`src/rtl/arb_pkg.sv`:
```
// Shared types and constants for the round-robin arbiter.
package arb_pkg;
  typedef enum logic {IDLE = 1'b0, GRANT = 1'b1} arb_state_t;
  localparam int HOLD_W = 8;
endpackage

```
`src/rtl/rr_prio_sel.sv`:
```
// Combinational round-robin selector: lowest request at or above ptr, else lowest overall.
module rr_prio_sel #(
  parameter int OUT_SIZE = 4,
  parameter int IN_SIZE  = 1 << OUT_SIZE
) (
  input  logic [IN_SIZE-1:0]  req,
  input  logic [OUT_SIZE-1:0] ptr,
  output logic [OUT_SIZE-1:0] idx,
  output logic                found
);
  logic [IN_SIZE-1:0]  upper_mask;
  logic [IN_SIZE-1:0]  masked_req;
  logic [OUT_SIZE-1:0] hi_idx;
  logic [OUT_SIZE-1:0] lo_idx;
  logic                hi_found;
  logic                lo_found;

  for (genvar gi = 0; gi < IN_SIZE; gi++) begin : g_mask
    assign upper_mask[gi] = (gi >= 32'(ptr));
  end

  assign masked_req = req & upper_mask;

  // Scan downwards so the last hit is the lowest set index.
  always_comb begin
    hi_idx   = '0;
    hi_found = 1'b0;
    lo_idx   = '0;
    lo_found = 1'b0;
    for (int i = IN_SIZE - 1; i >= 0; i--) begin
      if (masked_req[i]) begin
        hi_idx   = OUT_SIZE'(i);
        hi_found = 1'b1;
      end
      if (req[i]) begin
        lo_idx   = OUT_SIZE'(i);
        lo_found = 1'b1;
      end
    end
  end

  assign idx   = hi_found ? hi_idx : lo_idx;
  assign found = lo_found;
endmodule

```
`src/rtl/rr_arbiter.sv`:
```
// Round-robin arbiter with hold-time limit, one-cycle grant latency and an idle bubble after each release.
module rr_arbiter
  import arb_pkg::*;
#(
  parameter int OUT_SIZE = 4,
  parameter int IN_SIZE  = 1 << OUT_SIZE,
  parameter int MAX_HOLD = 15
) (
  input  logic                clk,
  input  logic                rst,
  input  logic                enable,
  input  logic [IN_SIZE-1:0]  req,
  output logic [IN_SIZE-1:0]  gnt,
  output logic [OUT_SIZE-1:0] gnt_idx,
  output logic                gnt_valid,
  output logic                timeout
);
  arb_state_t          state_reg, state_next;
  logic [IN_SIZE-1:0]  gnt_reg, gnt_next;
  logic [OUT_SIZE-1:0] gnt_idx_reg, gnt_idx_next;
  logic [OUT_SIZE-1:0] ptr_reg, ptr_next;
  logic [HOLD_W-1:0]   hold_reg, hold_next, hold_inc;
  logic                timeout_reg, timeout_next;

  logic [OUT_SIZE-1:0] sel_idx;
  logic                sel_found;
  logic [IN_SIZE-1:0]  sel_onehot;

  rr_prio_sel #(.OUT_SIZE(OUT_SIZE), .IN_SIZE(IN_SIZE)) u_sel (
    .req   (req),
    .ptr   (ptr_reg),
    .idx   (sel_idx),
    .found (sel_found)
  );

  for (genvar gi = 0; gi < IN_SIZE; gi++) begin : g_dec
    assign sel_onehot[gi] = (sel_idx == OUT_SIZE'(gi));
  end

  assign hold_inc = (hold_reg == '1) ? hold_reg : hold_reg + HOLD_W'(1);

  always_ff @(posedge clk or posedge rst) begin
    if (rst) begin
      state_reg   <= IDLE;
      gnt_reg     <= '0;
      gnt_idx_reg <= '0;
      ptr_reg     <= '0;
      hold_reg    <= '0;
      timeout_reg <= 1'b0;
    end else begin
      state_reg   <= state_next;
      gnt_reg     <= gnt_next;
      gnt_idx_reg <= gnt_idx_next;
      ptr_reg     <= ptr_next;
      hold_reg    <= hold_next;
      timeout_reg <= timeout_next;
    end
  end

  always_comb begin
    state_next   = state_reg;
    gnt_next     = gnt_reg;
    gnt_idx_next = gnt_idx_reg;
    ptr_next     = ptr_reg;
    hold_next    = hold_reg;
    timeout_next = 1'b0;
    case (state_reg)
      IDLE: begin
        if (enable && sel_found) begin
          state_next   = GRANT;
          gnt_next     = sel_onehot;
          gnt_idx_next = sel_idx;
          ptr_next     = (sel_idx == OUT_SIZE'(IN_SIZE - 1)) ? '0 : sel_idx + OUT_SIZE'(1);
          hold_next    = '0;
        end
      end
      GRANT: begin
        hold_next = hold_inc;
        // A voluntary release wins over a coinciding hold-limit expiry.
        if (!req[gnt_idx_reg]) begin
          state_next   = IDLE;
          gnt_next     = '0;
          gnt_idx_next = '0;
        end else if (hold_inc >= HOLD_W'(MAX_HOLD)) begin
          state_next   = IDLE;
          gnt_next     = '0;
          gnt_idx_next = '0;
          timeout_next = 1'b1;
        end
      end
      default: state_next = IDLE;
    endcase
  end

  assign gnt       = gnt_reg;
  assign gnt_idx   = gnt_idx_reg;
  assign gnt_valid = |gnt_reg;
  assign timeout   = timeout_reg;
endmodule

```
`config.mk`:
```
export PLATFORM = sky130hd
export DESIGN_NAME = rr_arbiter
export DESIGN_NICKNAME = d
export VERILOG_FILES = /design/src/rtl/arb_pkg.sv /design/src/rtl/rr_prio_sel.sv /design/src/rtl/rr_arbiter.sv
export SDC_FILE = /design/constraint.sdc
export NUM_CORES = 1
export LEC_CHECK = 0
export ABC_CLOCK_PERIOD_IN_PS = 3500
export BUFFER_PORTS_ARGS = -buffer_cell sky130_fd_sc_hd__clkbuf_2
export CORE_MARGIN = 4
export CORE_UTILIZATION = 40
export CTS_CLUSTER_SIZE = 16
export DETAILED_ROUTE_END_ITERATION = 16
export HOLD_SLACK_MARGIN = 0.15
export RECOVER_POWER = 50
export SLEW_MARGIN = 20
export SYNTH_ARGS = -nofsm -noshare
export SYNTH_HDL_FRONTEND = slang
export SYNTH_HIERARCHICAL = 1
export SYNTH_SLANG_ARGS = --single-unit
export TNS_END_PERCENT = 1
```
`constraint.sdc`:
```
create_clock -name clk -period 3.5 [get_ports clk]
set_input_delay 0.35 -clock clk [delete_from_list [all_inputs] [get_ports clk]]
set_output_delay 0.35 -clock clk [all_outputs]
set_load 0.03 [all_outputs]
```
Word-level counts from Yosys, hierarchy flattened
Index checks and enable logic that the tools add are counted.
- register bits after elaboration: 34
- input port bits: 19
- output and inout port bits: 22
- logic and storage cells: 136
- add/subtract/negate cells: 2
- $lt $le $gt $ge: 17
- eq/ne operators: 18
- muxes and demuxes: 86
- bitwise logic cells: 2
- reduce and logical (&&, ||, !) cells: 5
- operators by type and width (cell ; count):
    $mux W4 ; 37
    $mux W16 ; 3
    $mux W1 ; 39
    $eq A4 B4 Y1 const B ; 8
    $pmux W16 S2 ; 1
    $ge A4 B4 Y1 const A ; 7
    $and A16 B16 Y16 ; 1
    $eq A4 B3 Y1 const B ; 4
    $ge A3 B4 Y1 const A ; 4
    $mux W8 ; 2
    $pmux W8 S2 ; 1
    $reduce_or A16 Y1 ; 1
    $add A8 B1 Y8 const B ; 1
    $eq A4 B2 Y1 const B ; 2
    $eq A8 B8 Y1 const B ; 1
    $ge A1 B4 Y1 const A ; 2
    $ge A2 B4 Y1 const A ; 2
    $ge A8 B4 Y1 const B ; 1
    $pmux W4 S2 ; 1
    $lt A4 B5 Y1 const B ; 1
    $add A4 B1 Y4 const B ; 1
    $bmux W1 S4 ; 1
    $eq A4 B1 Y1 const B ; 1
    $logic_not A4 Y1 ; 1
    6 further kinds ; 7

Depth between registers and ports, before layout
- depth in word-level cells: 22
- gate-level depth with buffers: 12
- mapped depth without buffers: 10

Cells and area by module
The synthesis kept the hierarchy.
- by module, submodules not included (module ; instances ; cells each ; area an instance (µm²) ; sequential area each (µm²)):
    rr_arbiter ; 1 ; 203 ; 1909.3 ; 850.8
    rr_prio_sel ; 1 ; 110 ; 646.9 ; 0.0

Least setup slack after synthesis
OpenSTA, ideal clock, no wires.
- path kind: register -> register
- start point: register ptr_reg[2]
- end point: register ptr_reg[0]
- library setup time: 0.125 ns
- arrival time: 2.366 ns
- data required time: 3.375 ns
- path slack: 1.009 ns
- cell stages (with the launch flop): 10
- path buffers: 1
- period minus slack after synthesis: 2.491 ns
- cells stage by stage: dfrtp_1 > inv_1 > o311ai_2 > o2111ai_1 > a311o_1 > o22ai_1 > ha_1 > clkbuf_1 > a31oi_1 > mux2_2
- word-level cells in the longest chain between the ends: 20
- elaborated cells between the ends (all ways): 50
- those cells by class: 1 x add/sub; 15 x order compare; 1 x eq/ne; 32 x mux; 1 x bitwise
- ends and longest elaborated chain (item ; line ; source):
    start: declaration ; rr_arbiter.sv:21 ; logic [OUT_SIZE-1:0] ptr_reg, ptr_next;
    start signal: assignment ; rr_arbiter.sv:54 ; ptr_reg <= ptr_next;
    $ge A4 B4 Y1 ; rr_prio_sel.sv:19 ; assign upper_mask[gi] = (gi >= 32'(ptr));
    $and A16 B16 Y16 (*) ; rr_prio_sel.sv:22 ; assign masked_req = req & upper_mask;
    $mux W4 / $mux W1 (equally long branches) (15 in a row) ; rr_prio_sel.sv:31 ; if (masked_req[i]) begin
    $mux W4 (*) ; rr_prio_sel.sv:42 ; assign idx = hi_found ? hi_idx : lo_idx;
    named net sel_idx[0] ; rr_arbiter.sv:25 ; logic [OUT_SIZE-1:0] sel_idx;
    $add A4 B1 Y4 / $eq A4 B4 Y1 (equally long branches) ; rr_arbiter.sv:73 ; ptr_next = (sel_idx == OUT_SIZE'(IN_SIZE - 1)) ? '0 : sel_idx + OUT_SIZE'(1);
    $mux W4 (*) ; rr_arbiter.sv:73 ;
The timed path passes the listed nets; every way through them passes the cells marked *.
A chain may end at the register's enable or synchronous reset.

Worst setup path in the final report
- start point: register ptr_reg[3]
- end point: register ptr_reg[0]
Same word-level chain as after synthesis.

==> impl.org <==
** Placement
- Final HPWL DP :: 5100 um
- Summing all placed instances gives a cell area of 2800 um^2.
- Number of port buffers :: 40
- At the end of routability-driven placement, the weighted congestion stood at around 0.98.

** Power
- VDD IR max :: 0.455 mV
- Power spread over the standard cell area amounts to 921 nW/um^2.
- P_leak :: 1.24 nW
- Power consumption :: approximately 2.7 mW

** Synthesis
- The number of different library cells used by synthesis comes to 54.
- The mapped netlist covers 2560 um^2.
- Register bit total from synthesis :: 34
- Syn Nets :: 337
- Post-synth top flop :: sky130_fd_sc_hd__dfrtp_1
- Counting flops with a built-in enable in the synthesized netlist gives 0.
- Share of Yosys cell area claimed by the top area cell type :: 0.333
- sky130_fd_sc_hd__dfrtp_1 takes more of the synthesized area than any other cell.
- During synthesis, Yosys emitted a total of 6 warnings.
- Sequential area share after synthesis :: 0.333
- Commonest cells post-synth :: sky130_fd_sc_hd__dfrtp_1 (34), sky130_fd_sc_hd__inv_1 (33), sky130_fd_sc_hd__nor2_1 (30)
- Dominant cell by count in the synthesized netlist :: sky130_fd_sc_hd__dfrtp_1
- Of all flip-flops after synthesis, the portion carrying an async set or reset was 1.00.
- Dividing the synthesized area by the synthesized cell count gives 8.17 um^2.
- Synth Instances :: between 300 and 400
- By area the synthesized netlist is led by sky130_fd_sc_hd__dfrtp_1 (33%), sky130_fd_sc_hd__a22oi_1 (5.3%), sky130_fd_sc_hd__inv_1 (4.8%).

** Detailed routing
- After detailed routing, the average wire length per cell comes to 16.4 um.
- Total Routed Length :: 6990 um
- Once detail routing completed, the nets flagged for antenna violations numbered 0.
- First-pass iteration count of the detailed router :: 5
- In the routed design, unresolved DRC markers number 0.
- First-iteration detailed-routing DRC count :: roughly 170
- In the routed layout, each cell is associated on average with a via count of 5.89.
- Vias post-DR :: 2514

** Clock network
- Post-cts gate resize count :: 0
- TritonCTS built the clock tree.
- Postcts setup bufs :: 0
- The clock reaches the later pin of the worst-skew pair after between 0.2 and 0.3 ns.
- Clock tree synthesis selected as its root buffer the cell sky130_fd_sc_hd__clkbuf_8.
- Number of levels in the clock H-tree :: 2
- The longest clock path from root to sink contains 2 buffers.
- After clock tree synthesis, the clock-pin slew on the worst setup and hold paths is 0.07 ns.
- Counting the buffers created by CTS gives 5.
- The clock drives 34 sinks.

** Final layout
- Filler Cells Inserted :: 638
- 0 antenna diodes ended up in the layout.
- Design Area, Final :: between 2000 and 3000 um^2
- Share of final-layout standard cells stronger than drive strength 1 :: 0.151
- Max reg flops :: 16
- Number of nets in the layout :: 376
- Signed area change from the synthesized netlist to the final layout :: 13.5%

** Global routing
- Maximum number of pins on one net before global-route repair :: 35
- GR Overflow Total :: 0
- Total global-route track usage :: 0.188
- The first global-routing pass estimated about 12000 um of wire.
- The initial antenna violation count was 0.
- The via count of the first global-routing pass was 2337.

** Critical path
- Worst Path Max Fanout :: 16
- For this design, the slowest cell found on the critical path is sky130_fd_sc_hd__dfrtp_1.
- CP required :: 3.68 ns
- The most critical setup path has its startpoint at ptr_reg[3]$_DFFE_PP0P_.
- Broken down by cell family, the worst path's largest delay share belongs to compound AO/OA/AOI/OAI gates.
- STA classifies the critical path startpoint as a flip-flop.
- Path type of the worst setup path :: reg -> reg
- Traced cell by cell, the critical path runs through a21boi_0 > o21ai_0 > o2111ai_1 > a311o_1 > o22ai_1 > ha_1 > a31oi_1 > mux2_2.
- On the worst path, the slowest cell contributes a delay of 0.65 ns.
- In this run the critical register-to-register path is launched from ptr_reg[3]$_DFFE_PP0P_.
- CP endpoint kind :: flip-flop
- The critical path contains buffers and inverters numbering 0 combined.
- At the worst endpoint, the arrival time is 3.27 ns.

** Timing
- The number of hold-slack violations in the final timing report came to 0.
- Slew HR :: -0.253
- Max-slew violation count :: 35
- Setup-failing EPs final :: 0
- Unrepaired setup endpoints after global routing :: false
- TNS Setup :: 0 ns
- Worst-Margin Slew :: between 1.5 and 2 ns
- Maximum achievable frequency :: 324 MHz
- Subtracting the final worst setup slack from the clock period gives slightly above 3 ns.
- Dividing the final minimum period by the clock period gives 0.883.
- Across the routed clock network, the largest skew measured is between 0.005 and 0.006 ns.

** Floorplan
- The die is 87.9 um tall.
- The total area inside the core boundary comes to approximately 6100 um^2.
- Initial standard-cell utilization of the core :: 0.422
- Horizontal extent of the die :: 87.9 um
- Boundary pin count :: 41
- In this run the core area contains 28 standard-cell rows.
- Die footprint :: around 7700 um^2

** Hold path
- Worst hold path startpoint :: enable
- Hold Path Class :: in -> reg

** Outcome
- Failing checks :: max-capacitance violations, max-slew violations
- The run finished, with violations left.

** Flow run
- Max-cap violations in this run came to 1.
==> logic make-up (layout without fill, tap and decap cells) <==
| kind of cell | Yosys count | after routing | synth area share |
|---|---|---|---|
| xor+xnor | 3 | 3 | 0.0103 |
| simple gates | 99 | 99 | 0.193 |
| mux | 13 | 13 | 0.0636 |
| flops | 34 | 34 | 0.333 |
| buf+inv | 47 | 86 | 0.0842 |
| compound gates | 112 | 112 | 0.291 |
| fa+ha+maj | 5 | 5 | 0.0245 |
==> worst min-delay path: stages <==
cell and delay, ns:
sky130_fd_sc_hd__clkbuf_2 0.11, sky130_fd_sc_hd__nand2_1 0.21, sky130_fd_sc_hd__o21ai_1 0.09
==> final timing paths <==
check	to	slack, ns	depth (start not counted)
worst max-delay path	ptr_reg[0]$_DFFE_PP0P_	0.41	8
worst min-delay path	state_reg$_DFF_PP0_	0.52	3
worst max register to register	ptr_reg[0]$_DFFE_PP0P_	0.41	8
worst min register to register	gnt[10]$_DFFE_PP0P_	0.56	2
max in group asynchronous	gnt[15]$_DFFE_PP0P_	1.15	4
min in group asynchronous	gnt[14]$_DFFE_PP0P_	1.27	4
==> what timing repair did <==
item                                    4_1_cts  5_1_grt
endpoints found under the hold margin        28        0
hold buffers                                  1        0
endpoints found under the setup margin        0        0
==> cell usage in the layout, fill, tap and decap left out, drive strengths merged, types with 2 or more instances in the layout <==
cell type,instances
mux2i,5
nand4b,2
dfrtp,34
and4,2
nand2b,6
o2111ai,4
nor2,30
a21oi,21
inv,33
a21boi,3
nor4,6
mux4,2
a22oi,18
ha,5
or2b,2
mux2,6
a21o,3
o21bai,2
nor3,8
o211ai,2
clkbuf,47
o31ai,3
nand2,22
buf,4
xnor2,2
a22o,2
nand3,8
a211oi,3
o21ai,28
or3,2
o22ai,6
and3,3
a31oi,7
nand4,2
o221ai,3
==> where the power goes <==
part | total [mW] | switching [mW] | internal (mW)
combinational | 1.51 | 0.967 | 0.542
clock | 0.376 | 0.148 | 0.228
sequential | 0.787 | 0.266 | 0.521
total | 2.67 | 1.38 | 1.29
==> stage by stage <==
step | std cells | util | setup WS [ns] | hold WS (ns)
2_1_floorplan | 313 | - | 1.01 | 0.492
3_3_place_gp | 419 | 0.461 | 0.604 | 0.452
3_5_place_dp | 419 | 0.461 | 0.503 | 0.461
4_1_cts | 427 | 0.482 | 0.484 | 0.514
5_1_grt | 427 | 0.479 | 0.143 | 0.575
6_report | 427 | 0.479 | 0.410 | 0.519
==> layout make-up <==
type                    instances  area [um^2]  share of cell area
flip-flops and latches         34          851               0.293
multi-input cells             232         1490               0.514
clock inverters                 1         30.0              0.0103
inverters                      33          124              0.0427
well taps                      75         93.8              0.0323
clock buffers                   6         82.6              0.0285
repair buffers                 46          230              0.0793
==> per-layer routing <==
layer  part of all wire  GRT usage  up-vias
met5                  0          0        -
met4              0.019     0.0656        0
met3              0.060     0.0357       13
met2               0.48      0.292       97
met1               0.44      0.263     1178
li1                   -          -     1226
Power figures use the tool's default switching activity.
